===== src/rtl/axis_packet_gen_if.sv =====
// ============================================================================
// Module      : axis_packet_gen_if
// Description : AXI-stream bundle used on the packet generator's output side.
// Revision    : 1.0
// ============================================================================
`default_nettype none

interface axis_packet_gen_if #(
    parameter int DW = 512,
    parameter int KW = DW / 8,
    parameter int UW = 1
) ();
    logic [DW-1:0] tdata;
    logic [KW-1:0] tkeep;
    logic [UW-1:0] tuser;
    logic          tlast;
    logic          tvalid;
    logic          tready;

    modport master (output tdata, tkeep, tuser, tlast, tvalid, input tready);
    modport slave  (input tdata, tkeep, tuser, tlast, tvalid, output tready);
endinterface

`default_nettype wire


===== src/rtl/axis_packet_gen.sv =====
// ============================================================================
// Module      : axis_packet_gen
// Description : Synthetic AXI-stream frame generator with patterned payload,
//               final-beat tkeep and optional inter-packet idle gap.
// Revision    : 1.0
// ============================================================================
`default_nettype none

module axis_packet_gen #(
    parameter int DW = 512,
    parameter int KW = DW / 8,
    parameter int UW = 1
) (
    input  wire logic        clk,
    input  wire logic        resetn,
    input  wire logic        start,
    input  wire logic [15:0] packet_len,
    input  wire logic [31:0] packet_count,
    input  wire logic [7:0]  gap_cycles,
    output logic             busy,
    output logic [31:0]      packets_sent,
    axis_packet_gen_if.master axis_out
);

    localparam int C_LANES = DW / 32;

    typedef enum logic [1:0] {
        IDLE = 2'd0,
        SEND = 2'd1,
        GAP  = 2'd2
    } state_t;

    state_t        r_state;
    logic [31:0]   r_count;
    logic [7:0]    r_gap;
    logic [7:0]    r_gap_cnt;
    logic [16:0]   r_beats;
    logic [KW-1:0] r_last_keep;
    logic [15:0]   r_seq;
    logic [16:0]   r_idx;
    logic [31:0]   r_sent;
    logic          r_busy;
    logic [DW-1:0] r_tdata;
    logic [KW-1:0] r_tkeep;
    logic          r_tlast;
    logic          r_tvalid;

    logic [16:0]   w_beats;
    logic [15:0]   w_rem;
    logic [KW-1:0] w_last_keep;
    logic [16:0]   w_idx_nxt;
    logic          w_mid_last;
    logic          w_first_last;
    logic [15:0]   w_seq_nxt;
    logic          w_hs;
    logic          w_start_ok;

    // 17-bit sum keeps ceil(len/KW) exact at len=65535
    assign w_beats      = (17'(packet_len) + 17'(KW - 1)) / 17'(KW);
    assign w_rem        = packet_len % 16'(KW);
    assign w_idx_nxt    = r_idx + 17'd1;
    assign w_mid_last   = (w_idx_nxt == r_beats - 17'd1);
    assign w_first_last = (r_beats == 17'd1);
    assign w_seq_nxt    = r_seq + 16'd1;
    assign w_hs         = r_tvalid && axis_out.tready;
    assign w_start_ok   = start && (packet_len != 16'd0) && (packet_count != 32'd0);

    always_comb begin
        w_last_keep = '0;
        for (int b = 0; b < KW; b++) begin
            w_last_keep[b] = (w_rem == 16'd0) || (16'(b) < w_rem);
        end
    end

    function automatic logic [DW-1:0] f_data(input logic [15:0] seq, input logic [11:0] idx);
        logic [DW-1:0] d;
        d = '0;
        for (int l = 0; l < C_LANES; l++) begin
            d[l*32 +: 32] = {seq, idx, 4'(l)};
        end
        return d;
    endfunction

    always_ff @(posedge clk or negedge resetn) begin
        if (!resetn) begin
            r_state     <= IDLE;
            r_count     <= '0;
            r_gap       <= '0;
            r_gap_cnt   <= '0;
            r_beats     <= '0;
            r_last_keep <= '0;
            r_seq       <= '0;
            r_idx       <= '0;
            r_sent      <= '0;
            r_busy      <= 1'b0;
            r_tdata     <= '0;
            r_tkeep     <= '0;
            r_tlast     <= 1'b0;
            r_tvalid    <= 1'b0;
        end else begin
            case (r_state)
                IDLE: begin
                    if (w_start_ok) begin
                        r_state     <= SEND;
                        r_count     <= packet_count;
                        r_gap       <= gap_cycles;
                        r_beats     <= w_beats;
                        r_last_keep <= w_last_keep;
                        r_seq       <= '0;
                        r_idx       <= '0;
                        r_sent      <= '0;
                        r_busy      <= 1'b1;
                        r_tvalid    <= 1'b1;
                        r_tdata     <= f_data(16'd0, 12'd0);
                        r_tkeep     <= (w_beats == 17'd1) ? w_last_keep : '1;
                        r_tlast     <= (w_beats == 17'd1);
                    end
                end
                SEND: begin
                    if (w_hs) begin
                        if (r_tlast) begin
                            r_sent <= r_sent + 32'd1;
                            r_seq  <= w_seq_nxt;
                            r_idx  <= '0;
                            if (r_sent + 32'd1 == r_count) begin
                                r_state  <= IDLE;
                                r_busy   <= 1'b0;
                                r_tvalid <= 1'b0;
                                r_tlast  <= 1'b0;
                            end else if (r_gap != 8'd0) begin
                                r_state   <= GAP;
                                r_gap_cnt <= r_gap;
                                r_tvalid  <= 1'b0;
                                r_tlast   <= 1'b0;
                            end else begin
                                r_tdata <= f_data(w_seq_nxt, 12'd0);
                                r_tkeep <= w_first_last ? r_last_keep : '1;
                                r_tlast <= w_first_last;
                            end
                        end else begin
                            r_idx   <= w_idx_nxt;
                            r_tdata <= f_data(r_seq, w_idx_nxt[11:0]);
                            r_tkeep <= w_mid_last ? r_last_keep : '1;
                            r_tlast <= w_mid_last;
                        end
                    end
                end
                GAP: begin
                    // sequence number was already advanced on the final handshake
                    if (r_gap_cnt == 8'd1) begin
                        r_state  <= SEND;
                        r_tvalid <= 1'b1;
                        r_tdata  <= f_data(r_seq, 12'd0);
                        r_tkeep  <= w_first_last ? r_last_keep : '1;
                        r_tlast  <= w_first_last;
                    end else begin
                        r_gap_cnt <= r_gap_cnt - 8'd1;
                    end
                end
                default: r_state <= IDLE;
            endcase
        end
    end

    assign busy            = r_busy;
    assign packets_sent    = r_sent;
    assign axis_out.tdata  = r_tdata;
    assign axis_out.tkeep  = r_tkeep;
    assign axis_out.tuser  = '0;
    assign axis_out.tlast  = r_tlast;
    assign axis_out.tvalid = r_tvalid;

endmodule

`default_nettype wire

===== src/flat_wrapper.sv =====
// flat-port wrapper written by rule: the top's interface ports become plain ports
module axis_packet_gen_flat 
#(
    parameter int DW = 512,
    parameter int KW = DW / 8,
    parameter int UW = 1
)
  (clk, resetn, start, packet_len, packet_count, gap_cycles, busy, packets_sent, axis_out_tdata, axis_out_tkeep, axis_out_tuser, axis_out_tlast, axis_out_tvalid, axis_out_tready);
  axis_packet_gen_if #(.DW(DW), .KW(KW), .UW(UW)) axis_out_i ();
  input  wire logic clk;
  input  wire logic resetn;
  input  wire logic start;
  input  wire logic [15:0] packet_len;
  input  wire logic [31:0] packet_count;
  input  wire logic [7:0] gap_cycles;
  output logic busy;
  output logic [31:0] packets_sent;
  output wire logic [$bits(axis_out_i.tdata)-1:0] axis_out_tdata;
  output wire logic [$bits(axis_out_i.tkeep)-1:0] axis_out_tkeep;
  output wire logic [$bits(axis_out_i.tuser)-1:0] axis_out_tuser;
  output wire logic [$bits(axis_out_i.tlast)-1:0] axis_out_tlast;
  output wire logic [$bits(axis_out_i.tvalid)-1:0] axis_out_tvalid;
  input wire logic [$bits(axis_out_i.tready)-1:0] axis_out_tready;
  assign axis_out_tdata = axis_out_i.tdata;
  assign axis_out_tkeep = axis_out_i.tkeep;
  assign axis_out_tuser = axis_out_i.tuser;
  assign axis_out_tlast = axis_out_i.tlast;
  assign axis_out_tvalid = axis_out_i.tvalid;
  assign axis_out_i.tready = axis_out_tready;
  axis_packet_gen #(.DW(DW), .KW(KW), .UW(UW)) u_core (.clk(clk), .resetn(resetn), .start(start), .packet_len(packet_len), .packet_count(packet_count), .gap_cycles(gap_cycles), .busy(busy), .packets_sent(packets_sent), .axis_out(axis_out_i));
endmodule

===== config.mk =====
export PLATFORM = sky130hd
export DESIGN_NAME = axis_packet_gen_flat
export DESIGN_NICKNAME = d
export VERILOG_FILES = /design/src/rtl/axis_packet_gen_if.sv /design/src/rtl/axis_packet_gen.sv /design/src/flat_wrapper.sv
export SDC_FILE = /design/constraint.sdc
export NUM_CORES = 1
export LEC_CHECK = 0
export ABC_AREA = 0
export ABC_CLOCK_PERIOD_IN_PS = 3500
export BUFFER_PORTS_ARGS = -buffer_cell sky130_fd_sc_hd__buf_2
export CAP_MARGIN = 20
export CORE_AREA = 2 2 265 267
export DETAILED_ROUTE_END_ITERATION = 12
export DIE_AREA = 0 0 267 269
export PLACE_DENSITY = 0.57
export SLEW_MARGIN = 20
export SYNTH_ARGS = -nofsm -noshare
export SYNTH_HDL_FRONTEND = slang
export SYNTH_SLANG_ARGS = --single-unit
export TNS_END_PERCENT = 30

===== constraint.sdc =====
create_clock -name clk -period 3.5 [get_ports clk]
set_input_delay 0.525 -clock clk [delete_from_list [all_inputs] [get_ports clk]]
set_output_delay 0.525 -clock clk [all_outputs]
set_load 0.01 [all_outputs]

### Word-level counts from Yosys, hierarchy flattened

Cells that the tools add are included.

* add/subtract/negate cells: 6
* order comparisons: 64
* equal/unequal tests: 18
* mux-type cells: 60
* reduce and logical (&&, ||, !) cells: 84

Operators by type and width (number)
* 2-to-1 mux 512 bit: 6
* one-hot mux 512 bit (3 select lines): 1
* 2-to-1 mux 64 bit: 9
* less-than comparator 6 bit, first input constant: 32
* one-hot mux 64 bit (3 select lines): 1
* less-than comparator 5 x 6 -> 1 bit, first input constant: 16
* 2-to-1 mux 32 bit: 3
* logical OR 1 bit: 64
* one-hot mux 32 bit (2 select lines): 1
* 2-to-1 mux 17 bit: 3
* less-than comparator 4 x 6 -> 1 bit, first input constant: 8
* 2-to-1 mux 16 bit: 3
* 2-to-1 mux 8 bit: 5
* one-hot mux 17 bit (2 select lines): 1
* adder 32 x 1 -> 32 bit, second input constant: 1
* equality test 32 bit: 1
* one-hot mux 16 bit (2 select lines): 1
* nonzero test 32 bit: 1
* less-than comparator 3 x 6 -> 1 bit, first input constant: 4
* equality test 11 x 1 -> 1 bit, second input constant: 2
* AND reduction 6 bit: 3
* adder 16 x 6 -> 17 bit, second input constant: 1
* adder 17 x 1 -> 17 bit, second input constant: 1
* equality test 17 bit: 1
* other kinds (29): 63

* register bits: 769
* input port bits: 60
* output and inout port bits: 612
* logic and storage cells: 246

### Logic depth before layout (Yosys ltp)

* word-level depth: 7
* gate-level depth with buffers: 14
* mapped depth without buffers: 12

### Worst setup path after synthesis

No wires, ideal clock.

* path kind: register to register
* start point: register u_core.r_sent[0] (netlist: u_core.packets_sent[0])
* end point: register u_core.r_tdata[479] (netlist: u_core.axis_out.tdata[479])
* library setup time: 0.125 ns
* data arrival time: 3.521 ns
* data required time: 3.375 ns
* slack: -0.146 ns
* stages on the path, launching flop included: 14
* path buffers: 3
* period minus slack after synthesis: 3.646 ns
* path through: dfrtp_1 -> buf_2 -> nand3_1 -> or4_4 -> or4_1 -> xnor2_1 -> a221oi_1 -> o2111ai_1 -> nor3_4 -> nor2_2 -> o21a_1 -> buf_6 -> buf_6 -> mux2_4

* longest elaborated chain between the ends: 4

Ends and longest elaborated chain
* start: declaration: RTL line axis_packet_gen.sv:41 `logic [31:0] r_sent;`
* start signal: assignment: RTL line axis_packet_gen.sv:122 `r_sent <= r_sent + 32'd1;`
* adder 32 x 1 -> 32 bit: RTL line axis_packet_gen.sv:125 `if (r_sent + 32'd1 == r_count) begin`
* equality test 32 bit: RTL line axis_packet_gen.sv:125
* != test 3 bit (no source line)
* AND reduction 6 bit (no source line)
* end signal: assignment: RTL line axis_packet_gen.sv:136 `r_tdata <= f_data(w_seq_nxt, 12'd0);`
* end signal: assignment: RTL line axis_packet_gen.sv:142 `r_tdata <= f_data(r_seq, w_idx_nxt[11:0]);`
* end signal: assignment: RTL line axis_packet_gen.sv:153 `r_tdata <= f_data(r_seq, 12'd0);`
* end: declaration: RTL line axis_packet_gen.sv:43 `logic [DW-1:0] r_tdata;`

No other way between the ends.
A chain may end at the register's enable or synchronous reset.

### Worst setup path after layout

* start point: register u_core.r_sent[0] (netlist: u_core.packets_sent[0])
* end point: register u_core.r_tkeep[30] (netlist: u_core.axis_out.tkeep[30])

* longest elaborated chain between the ends: 4

Ends and longest elaborated chain
* adder 32 x 1 -> 32 bit: RTL line axis_packet_gen.sv:125
* equality test 32 bit: RTL line axis_packet_gen.sv:125
* != test 3 bit (no source line)
* AND reduction 6 bit (no source line)
* end signal: assignment: RTL line axis_packet_gen.sv:137 `r_tkeep <= w_first_last ? r_last_keep : '1;`
* end signal: assignment: RTL line axis_packet_gen.sv:143 `r_tkeep <= w_mid_last ? r_last_keep : '1;`
* end signal: assignment: RTL line axis_packet_gen.sv:154 `r_tkeep <= w_first_last ? r_last_keep : '1;`
* end: declaration: RTL line axis_packet_gen.sv:44 `logic [KW-1:0] r_tkeep;`

No other way between the ends.

==> results.yml <==
sta:
  grt_setup_unrepaired: "yes"
  setup_violations: 0
  fin_ws_ps: 51.1
  worst_pin_slew_ps: 981
  final_max_slew_viol_count: 0
  whs_ps: -6.86
  clock.fmax_mhz: 290
  relSlewSlack: 0.346
  hold_viol: 5
  skew_ps: 31.6
  period_needed_ps: 3450
  period_share: 0.985
logic_synthesis:
  synth_sequential_area_ratio: 0.352
  yosysWarnings: 0
  synth_ff_type: "dfrtp_1"
  ys_types: 67
  async_flop_share: 1.00
  ys_ff_latch: 286
  synth-edff-count: 0
  synth_area_sq_um: 20300
  avgSynthCellArea_sq_um: 8.38
  synthCells: 2425
floorplan:
  die_h_um: 269
  num_io_pins: 672
  dieArea_sq_um: 71800
  coreArea_sq_um: 69300
  num_rows: 97
  fp.dieW_um: 267
  start_util: 0.293
detailed_routing:
  ant_nets: 0
  vias: 17000
  dr.first_iter.drc_count: 1142
  viasPerCell: 4.73
  firstDrtPassIters: 5
  drc: 0
  finalWirelength_um: 65300
  wire_per_inst_um: 18.1
worst_setup_path:
  worst_setup_path_start_kind: "flip-flop"
  reg2reg_depth: 11
  end_kind: "flip-flop"
  r2r_slack_ps: 50
  worstPathCellList: "nand3_4, or4_4, or4_4, xnor2_1, a221oi_2, o2111ai_2, nor3_4, nor2_2, o21a_4, buf_12, mux2_4"
  cpMostUsedCell: "or4_4"
  worstPathMaxFanout: 40
  criticalPathCategory: "reg2reg"
  slowest_delay_ps: 560
  critPathRequiredTime_ps: 3930
  r2r-end: "u_core.axis_out.tkeep[30]$_DFFE_PN0P_"
  worstReg2RegStart: "u_core.packets_sent[0]$_DFFE_PN0P_"
  crit_path_top_delay_cell: "or4_4"
  arrival_ps: 3880
global_routing:
  grt_use_total: 0.173
  grt_pass1_wl_um: 96200
  grt_max_degree: 89
  grt_pass1_vias: 15200
  gr-total-overflow: 0
  antenna_found_initial: 1
placement:
  dp_hpwl_um: 47900
  port_buffers: 638
  place_ws_ps: -65.5
  globalplace.congestion: 0.897
  dpl-instance-area_sq_um: 21800
cells_and_area:
  area_growth_pct: 13.2
  fillers: 7278
  nNetsFinal: 2705
  diodes: 0
  drive_above_1_share: 0.360
  design_area_sq_um: 23000
clock_tree:
  cts_made_buffers: 35
  path_clk_slew_ps: 60
  clkSinkCount: 286
  clkLatencyLatePin_ps: 550
  cts_root_buf: "clkbuf_16"
  htree_levels: 2
  tritoncts: "built"
  clock_path_buffers: 3
power:
  leakagePower_nw: 11.3
  powerDensity_nw_per_um2: 398
  vdd_ir_drop_max_uv: 315
outcome:
  outcome: "finished with violations"
  violations: "negative hold slack"
flow_run:
  maxCapViolCount: 0
hold_path:
  hold_class: "in2async"
-- synthesized netlist by cell type (4+ instances only) --
cell / n / area (sq um)
buf_4: 485 / 3640
and3_1: 25 / 156
nor2_1: 108 / 405
inv_1: 28 / 105
xor2_1: 29 / 254
or3_1: 14 / 87.6
o211ai_1: 5 / 37.5
nor3_1: 36 / 180
and4_1: 5 / 43.8
o31ai_1: 21 / 158
nand3_1: 55 / 275
buf_1: 13 / 48.8
a22oi_1: 64 / 480
a21oi_1: 70 / 350
mux2_2: 23 / 259
a31oi_1: 35 / 219
a21o_1: 8 / 60.1
and2_1: 16 / 100
or4_1: 5 / 37.5
or2_2: 12 / 75.1
o41ai_1: 7 / 61.3
a22o_1: 11 / 96.3
a21boi_0: 6 / 45.0
ha_1: 11 / 138
nor4b_1: 4 / 35.0
xnor2_1: 60 / 526
nand4_1: 23 / 144
buf_2: 9 / 45.0
mux2_4: 65 / 976
o21ai_0: 222 / 1110
buf_6: 8 / 90.1
nand2_1: 433 / 1630
mux2i_1: 9 / 90.1
nand2b_1: 17 / 106
clkbuf_1: 111 / 417
a211oi_1: 4 / 30.0
nor4_1: 25 / 156
nor2b_1: 14 / 87.6
dfrtp_1: 286 / 7160
-- power breakdown --
| group | switching, W | internal, W | total, W |
|---|---|---|---|
| clock | 0.00149 | 0.00202 | 0.00351 |
| combinational | 0.00114 | 0.000770 | 0.00191 |
| sequential | 0.000321 | 0.00340 | 0.00372 |
| total | 0.00295 | 0.00619 | 0.00914 |
-- cell type report --
cell class | instances | area (sq um) | area share
Clock inverter | 12 | 75.1 | 0.00327
Multi-Input combinational cell | 1517 | 9110 | 0.396
Inverter | 28 | 105 | 0.00457
Timing Repair Buffer | 766 | 4350 | 0.189
Sequential cell | 286 | 7160 | 0.311
Tap cell | 940 | 1180 | 0.0512
Clock buffer | 50 | 1010 | 0.0440
-- cell usage in the layout (no fill, tap or decap), types with 10 or more instances in the layout --
master | synthesis | routed
a21oi_1 | 70 | 70
a22o_1 | 11 | 11
a22oi_1 | 64 | 64
a31oi_1 | 35 | 34
and2_1 | 16 | 16
and3_1 | 25 | 24
buf_12 | 0 | 15
buf_2 | 9 | 637
buf_4 | 485 | 113
clkbuf_16 | 0 | 35
conb_1 | 1 | 33
dfrtp_1 | 286 | 283
ha_1 | 11 | 10
inv_1 | 28 | 27
mux2_2 | 23 | 23
mux2_4 | 65 | 65
nand2_1 | 433 | 432
nand2b_1 | 17 | 17
nand3_1 | 55 | 53
nand4_1 | 23 | 23
nor2_1 | 108 | 108
nor2b_1 | 14 | 14
nor3_1 | 36 | 35
nor4_1 | 25 | 21
o21ai_0 | 222 | 222
o31ai_1 | 21 | 21
or2_2 | 12 | 11
or3_1 | 14 | 14
xnor2_1 | 60 | 59
xor2_1 | 29 | 29
-- worst max path at each step --
stage / startpoint / endpoint / slack (ps) / cells past startpoint
6_report: u_core.packets_sent[0]$_DFFE_PN0P_ / u_core.axis_out.tkeep[30]$_DFFE_PN0P_ / 50 / 11
5_1_grt: u_core.packets_sent[9]$_DFFE_PN0P_ / u_core.axis_out.tkeep[30]$_DFFE_PN0P_ / -130 / 13
4_1_cts: u_core.packets_sent[8]$_DFFE_PN0P_ / u_core.axis_out.tkeep[11]$_DFFE_PN0P_ / 5 / 12
3_5_place_dp: u_core.packets_sent[0]$_DFFE_PN0P_ / u_core.axis_out.tkeep[30]$_DFFE_PN0P_ / -70 / 11
3_3_place_gp: u_core.packets_sent[0]$_DFFE_PN0P_ / u_core.axis_out.tkeep[39]$_DFFE_PN0P_ / -20 / 11
2_1_floorplan: u_core.packets_sent[13]$_DFFE_PN0P_ / u_core.axis_out.tdata[479]$_DFFE_PN0P_ / 3 / 13
-- layer usage --
layer,wire (um),GRT usage,part of all wire
met5,13,0,0.00020
met1,29000,0.237,0.44
met2,30000,0.278,0.46
met4,1890,0.0533,0.029
met3,4360,0.0302,0.067
-- registers in the layout, summed over array words and instances, names as in the netlist, 2 cells and up --
signal and flops:
u_core.axis_out.tkeep 64, u_core.r_state 2, u_core.r_gap_cnt 8, u_core.packets_sent 32, u_core.r_idx 17, u_core.r_last_keep 64, u_core.r_gap 8, u_core.axis_out.tdata 29
u_core.r_count 32, u_core.r_beats 11, u_core.r_seq 16
-- logic make-up after synthesis --
family | after synthesis | synth area share
xor gates and xnor gates | 89 | 0.0384
buffers and inverters | 654 | 0.214
adders and majority gates | 11 | 0.00678
AOI/OAI and AO/OA | 481 | 0.142
other | 1 | 0.000185
muxes | 97 | 0.0652
and+or+nand+nor | 806 | 0.181
DFF | 286 | 0.352
-- stage by stage --
| stage | setup TNS (ps) | hold WS [ps] | utilization | cells | total power, W |
|---|---|---|---|---|---|
| 2_1_floorplan | 0 | 229 | - | 2457 | 0.00542 |
| 3_3_place_gp | -544 | 476 | 0.315 | 3535 | 0.00568 |
| 3_5_place_dp | -3340 | 486 | 0.315 | 3535 | 0.00570 |
| 4_1_cts | 0 | 16.6 | 0.330 | 3597 | 0.00925 |
| 5_1_grt | -8970 | 48.5 | 0.332 | 3599 | 0.00958 |
| 6_report | 0 | -6.86 | 0.332 | 3599 | 0.00914 |
-- timing repair --
item	CTS	global route
gates resized for setup	1	17
endpoints found under the setup margin	90	100
hold buffers	0	0
setup buffers	0	2
pin swaps	0	6
-- critical path: cells and delay by family, from the launching register on --
kind | cells | cell delay (ps)
xor+xnor | 1 | 170
mux | 1 | 340
simple gates | 5 | 1440
flops | 1 | 410
compound gates | 3 | 700
buf+inv | 1 | 200
Power figures use the tool's default switching activity.
